### config.mk
export PLATFORM = sky130hd
export DESIGN_NAME = dma_stream_gen
export DESIGN_NICKNAME = d
export VERILOG_FILES = /design/src/rtl/dma_stream_gen.sv
export SDC_FILE = /design/constraint.sdc
export NUM_CORES = 1
export LEC_CHECK = 0
export BUFFER_PORTS_ARGS = -buffer_cell sky130_fd_sc_hd__buf_2
export CAP_MARGIN = 5
export CORE_UTILIZATION = 50
export CTS_BUF_LIST = sky130_fd_sc_hd__clkbuf_4
export DETAILED_ROUTE_END_ITERATION = 7
export MAX_ROUTING_LAYER = met4
export PLACE_DENSITY = 0.71
export SYNTH_ARGS = -nofsm -noshare
export SYNTH_HDL_FRONTEND = slang
export SYNTH_SLANG_ARGS = --single-unit
export TNS_END_PERCENT = 100
### constraint.sdc
create_clock -name axi_clk -period 6.7 [get_ports axi_clk]
set_input_delay 1.34 -clock axi_clk [delete_from_list [all_inputs] [get_ports axi_clk]]
set_output_delay 1.34 -clock axi_clk [all_outputs]
set_load 0.05 [all_outputs]
### src/rtl/dma_stream_gen.sv
// AXI-Stream pattern source for the DMA S2MM channel: N packets of L bytes, byte k of packet p = p+k.
// Define DMA_GEN_IFG_EN to insert IFG_CYCLES idle cycles between packets.
module dma_stream_gen #(
    parameter int unsigned AXI_DATA_WIDTH = 64,
    parameter int unsigned IFG_CYCLES     = 4
) (
    input  logic                        axi_clk,
    input  logic                        axi_rst,
    input  logic                        start,
    input  logic [15:0]                 pkt_bytes,
    input  logic [15:0]                 pkt_count,
    output logic                        busy,
    output logic                        done,
    output logic [15:0]                 pkt_sent,
    input  logic                        s_axis_s2mm_tready,
    output logic [AXI_DATA_WIDTH-1:0]   s_axis_s2mm_tdata,
    output logic [AXI_DATA_WIDTH/8-1:0] s_axis_s2mm_tkeep,
    output logic                        s_axis_s2mm_tvalid,
    output logic                        s_axis_s2mm_tlast
);

    localparam int unsigned BE_WIDTH = AXI_DATA_WIDTH / 8;
    localparam logic [15:0] BeStep   = 16'(BE_WIDTH);

    if (AXI_DATA_WIDTH < 16 || (AXI_DATA_WIDTH % 8) != 0 || IFG_CYCLES < 1 || IFG_CYCLES > 255)
    begin : g_param_check
        $error("dma_stream_gen: parameter out of range");
    end

`ifdef DMA_GEN_IFG_EN
    typedef enum logic [1:0] {StIdle, StSend, StGap} state_e;
    logic [7:0] gap_q, gap_d;
`else
    typedef enum logic [1:0] {StIdle, StSend} state_e;
`endif

    state_e                    state_q, state_d;
    logic [15:0]               bytes_q, bytes_d, count_q, count_d;
    logic [15:0]               off_q, off_d, sent_q, sent_d;
    logic [AXI_DATA_WIDTH-1:0] tdata_q, tdata_d;
    logic [BE_WIDTH-1:0]       tkeep_q, tkeep_d;
    logic                      tvalid_q, tvalid_d, tlast_q, tlast_d;
    logic                      done_q, done_d, busy_q, busy_d;

    // Descriptor of the beat that would be presented next, and its contents.
    logic [15:0]               nb_pkt, nb_off, nb_bytes;
    logic [16:0]               nb_rem;
    logic [AXI_DATA_WIDTH-1:0] nb_data;
    logic [BE_WIDTH-1:0]       nb_keep;
    logic                      nb_last;

    always_comb begin
        nb_pkt   = sent_q;
        nb_off   = off_q + BeStep;
        nb_bytes = bytes_q;
        if (state_q == StIdle) begin
            nb_pkt   = '0;
            nb_off   = '0;
            nb_bytes = pkt_bytes;
        end else if (state_q == StSend && tlast_q) begin
            nb_pkt = sent_q + 16'd1;
            nb_off = '0;
        end
`ifdef DMA_GEN_IFG_EN
        else if (state_q == StGap) begin
            nb_off = '0;
        end
`endif
    end

    always_comb begin
        nb_rem  = {1'b0, nb_bytes} - {1'b0, nb_off};
        nb_last = nb_rem <= 17'(BE_WIDTH);
        nb_data = '0;
        nb_keep = '0;
        for (int unsigned i = 0; i < BE_WIDTH; i++) begin
            if (nb_rem > 17'(i)) begin
                nb_keep[i]        = 1'b1;
                nb_data[8*i +: 8] = nb_pkt[7:0] + nb_off[7:0] + 8'(i);
            end
        end
    end

    always_comb begin
        state_d  = state_q;
        bytes_d  = bytes_q;
        count_d  = count_q;
        off_d    = off_q;
        sent_d   = sent_q;
        tdata_d  = tdata_q;
        tkeep_d  = tkeep_q;
        tvalid_d = tvalid_q;
        tlast_d  = tlast_q;
        done_d   = 1'b0;
`ifdef DMA_GEN_IFG_EN
        gap_d    = gap_q;
`endif
        unique case (state_q)
            StIdle: begin
                // A start coinciding with the done pulse is dropped.
                if (start && !done_q) begin
                    bytes_d = pkt_bytes;
                    count_d = pkt_count;
                    sent_d  = '0;
                    if (pkt_bytes == '0 || pkt_count == '0) begin
                        done_d = 1'b1;
                    end else begin
                        state_d  = StSend;
                        tvalid_d = 1'b1;
                        tdata_d  = nb_data;
                        tkeep_d  = nb_keep;
                        tlast_d  = nb_last;
                        off_d    = nb_off;
                    end
                end
            end
            StSend: begin
                if (tvalid_q && s_axis_s2mm_tready) begin
                    if (tlast_q) begin
                        sent_d = sent_q + 16'd1;
                    end
                    if (tlast_q && sent_d == count_q) begin
                        state_d  = StIdle;
                        tvalid_d = 1'b0;
                        tdata_d  = '0;
                        tkeep_d  = '0;
                        tlast_d  = 1'b0;
                        done_d   = 1'b1;
                    end
`ifdef DMA_GEN_IFG_EN
                    else if (tlast_q) begin
                        state_d  = StGap;
                        tvalid_d = 1'b0;
                        tdata_d  = '0;
                        tkeep_d  = '0;
                        tlast_d  = 1'b0;
                        gap_d    = 8'(IFG_CYCLES - 1);
                    end
`endif
                    else begin
                        tdata_d = nb_data;
                        tkeep_d = nb_keep;
                        tlast_d = nb_last;
                        off_d   = nb_off;
                    end
                end
            end
`ifdef DMA_GEN_IFG_EN
            StGap: begin
                if (gap_q == '0) begin
                    state_d  = StSend;
                    tvalid_d = 1'b1;
                    tdata_d  = nb_data;
                    tkeep_d  = nb_keep;
                    tlast_d  = nb_last;
                    off_d    = nb_off;
                end else begin
                    gap_d = gap_q - 8'd1;
                end
            end
`endif
            default: state_d = StIdle;
        endcase
        busy_d = state_d != StIdle;
    end

    always_ff @(posedge axi_clk or posedge axi_rst) begin
        if (axi_rst) begin
            state_q  <= StIdle;
            bytes_q  <= '0;
            count_q  <= '0;
            off_q    <= '0;
            sent_q   <= '0;
            tdata_q  <= '0;
            tkeep_q  <= '0;
            tvalid_q <= 1'b0;
            tlast_q  <= 1'b0;
            done_q   <= 1'b0;
            busy_q   <= 1'b0;
`ifdef DMA_GEN_IFG_EN
            gap_q    <= '0;
`endif
        end else begin
            state_q  <= state_d;
            bytes_q  <= bytes_d;
            count_q  <= count_d;
            off_q    <= off_d;
            sent_q   <= sent_d;
            tdata_q  <= tdata_d;
            tkeep_q  <= tkeep_d;
            tvalid_q <= tvalid_d;
            tlast_q  <= tlast_d;
            done_q   <= done_d;
            busy_q   <= busy_d;
`ifdef DMA_GEN_IFG_EN
            gap_q    <= gap_d;
`endif
        end
    end

    assign busy               = busy_q;
    assign done               = done_q;
    assign pkt_sent           = sent_q;
    assign s_axis_s2mm_tdata  = tdata_q;
    assign s_axis_s2mm_tkeep  = tkeep_q;
    assign s_axis_s2mm_tvalid = tvalid_q;
    assign s_axis_s2mm_tlast  = tlast_q;

endmodule
==> impl_results.md <==
- Run status: finished, final reports clean
- Worst skew pair latency: 0.57 ns
- Fin Hold WS: 0.488 ns
- Final instance area: 0.00986 sq mm
- Most frequent cell after synthesis: dfrtp_1
- Final total negative setup slack: 0 ns
- Worst EP arrival: 5.88 ns
- Routability cong.: 0.943
- Routed vias: 7385
- Layout Nets: 1103
- Area of the die: 0.0180 sq mm
- Layout cell share with drive strength beyond 1: 0.219
- Syn_nets: 1000
- First-pass GRT wire length: 37.3 mm
- Slew margin rel.: 0.287
- #FFs+latches synth: 142
- Share of the synthesized area in the top cell type: 0.406
- Final ANT Viol Nets: 0
- Total grt overflow: 0
- Violation count after the first detailed-route iteration: 588
- Pwr Total: 2.97 mW
- Num rows: 47
- Area after DPL: 0.00957 sq mm
- CORE AREA: 0.0168 sq mm
- Peak VDD IR: 0.000196 V
- Tot GR Track Use: 0.271
- Final min period: 5.44 ns
- Final non-filler cell total: 1265
- CP startpoint kind: flop
- Die height: 134 microns
- Starting Density: 0.520
- Clock-pin slew on the worst setup and hold paths: 0.13 ns
- Slew @ Worst Pin: 1.06 ns
- Cell taking the most area after synthesis: dfrtp_1
- Syn Area/Cell: 9.42 sq um
- Initial antenna violation count: 1
- Drt total wl: 22.9 mm
- Vias in the first global route: 6997
- Ys async rst share: 1.00
- Mapped Area: 0.00875 sq mm
- Post-CTS setup buffers: 0
- Fillers: 1524
- Syn. warnings: 0
- H-tree levels: 4
- Syn Inst Count: 928
- Post-synth top flop: dfrtp_1
- EDFF count, synth: 0
- Largest net degree at the start of global routing: 83
- Tcrit/Tclk final: 0.811
- CP Capture Type: flop
- Max frequency: 184 MHz
- TritonCTS Sinks: 142
- Setup CP Type: reg2reg
- Syn-to-layout area delta: 12.7%
- Fin. Hold Viols: 0
- RSZ-0062 raised after global routing: no
- # hold bufs at CTS: 0
- Num CTS Buffers: 17
- Ports: 128
- CTS max path bufs: 2
- Hold crit path type: reg2reg
- Clock root cell: clkbuf_4
- Synth unique cells: 65
- DRC: 0
- Die Wd: 134 microns
- Clock skew: 0.0231 ns
- CTS tree: yes
- Port Buffer Count: 127
- Detailed placement HPWL: 16.7 mm
- Max Cap Violations: 0
- Detailed Routing Iterations Pass 1: 5
- CP Max Fanout: 20
- Area contributors post-synth: dfrtp_1 41%, mux2_2 6.1%, xnor2_1 5.4%
- Leak Pwr: 4.53 nW
- Placed insts: 1232
- CTS-repair resized insts: 0
- Routed WL per cell: 18.1 microns
- Vias per cell: 5.84
- Register area share after synthesis: 0.406
- Max Slew Vio Count: 0
- Final setup fails: 0
- Pwr Density: 301 mW/mm^2
- Critical path required time: 7.15 ns
- Most frequent cells after synthesis: 142 x dfrtp_1, 109 x nand2_1, 74 x o21ai_0
-- placed cells by master (no fill, tap or decap), drive strengths merged, types with 29 or more instances in the layout --
cell type / count
o21ai: 75
inv: 32
ha: 34
dfrtp: 142
buf: 139
a22o: 49
xor2: 30
xnor2: 54
nor2: 45
a21oi: 29
nand2: 109
nand3: 33
mux2: 47
-- metal layers --
metal,part of all wire,track usage,up-vias,wire (microns)
met1,0.46,0.361,3565,10500
met3,0.048,0.0446,26,1100
met2,0.48,0.431,222,11000
met4,0.013,0.0705,0,306
li1,-,-,3572,-
met5,0,-,-,0
-- through the flow --
step / setup WS, ns / util
finish: 1.26 / 0.586
global route: 0.705 / 0.586
CTS: 1.32 / 0.586
detailed placement: 1.35 / 0.569
global placement: 1.47 / 0.569
floorplan: 1.55 / -
-- cells by family (layout without fill, tap and decap cells) --
kind of cell / count (synthesis) / count (layout) / synth area share
buf+inv: 80 / 196 / 0.0345
mux: 52 / 52 / 0.0662
compound gates: 254 / 254 / 0.200
xor+xnor: 84 / 84 / 0.0841
simple gates: 279 / 279 / 0.156
other cells: 1 / 2 / 0.000429
fa+ha+maj: 36 / 36 / 0.0532
flops: 142 / 142 / 0.406
-- area by class of cell --
type,instances,area [sq um],area share
multi-input cells,706,4920,0.499
clock inverters,14,153,0.0155
flip-flops and latches,142,3550,0.360
well taps,220,275,0.0279
repair buffers,139,726,0.0736
clock buffers,18,135,0.0137
inverters,25,98.8,0.0100
diodes,1,2.50,0.000254
-- power by group --
group | internal (mW) | switching [mW]
Combinational | 0.426 | 0.861
Clock | 0.231 | 0.347
Sequential | 1.00 | 0.106
Total | 1.66 | 1.31
-- worst max-delay path, stage by stage (launching register included) --
cell and delay [ns]:
dfrtp_1 0.63, nor2b_1 0.49, or2_2 0.43, nand2_1 0.20, ha_1 0.44, a211o_1 0.34, and2_1 0.24, a2111oi_0 0.41
a2111oi_0 0.13, a2111oi_0 0.41, nand4bb_1 0.24, nor4_4 0.40, buf_4 0.26, a41oi_1 0.35, a22o_1 0.33
-- flip-flops by register name, indices dropped and copies added (netlist names) --
name	count
state_q	2
s_axis_s2mm_tvalid	1
busy	1
s_axis_s2mm_tdata	64
off_q	16
pkt_sent	16
s_axis_s2mm_tkeep	8
bytes_q	16
count_q	16
done	1
s_axis_s2mm_tlast	1
-- worst paths after layout --
| check | from | endpoint | slack, ns | depth (start not counted) |
|---|---|---|---|---|
| setup / recovery | s_axis_s2mm_tlast | s_axis_s2mm_tdata[5] | 1.26 | 14 |
| hold / removal | s_axis_s2mm_tkeep[7] | s_axis_s2mm_tkeep[7] | 0.49 | 1 |
| setup reg to reg | s_axis_s2mm_tlast | s_axis_s2mm_tdata[5] | 1.26 | 14 |
| hold reg to reg | s_axis_s2mm_tkeep[7] | s_axis_s2mm_tkeep[7] | 0.49 | 1 |
| max in group asynchronous | axi_rst | s_axis_s2mm_tdata[1] | 4.45 | 3 |
| min in group asynchronous | axi_rst | pkt_sent[13] | 0.81 | 2 |
(Power assumes the default switching activity.)
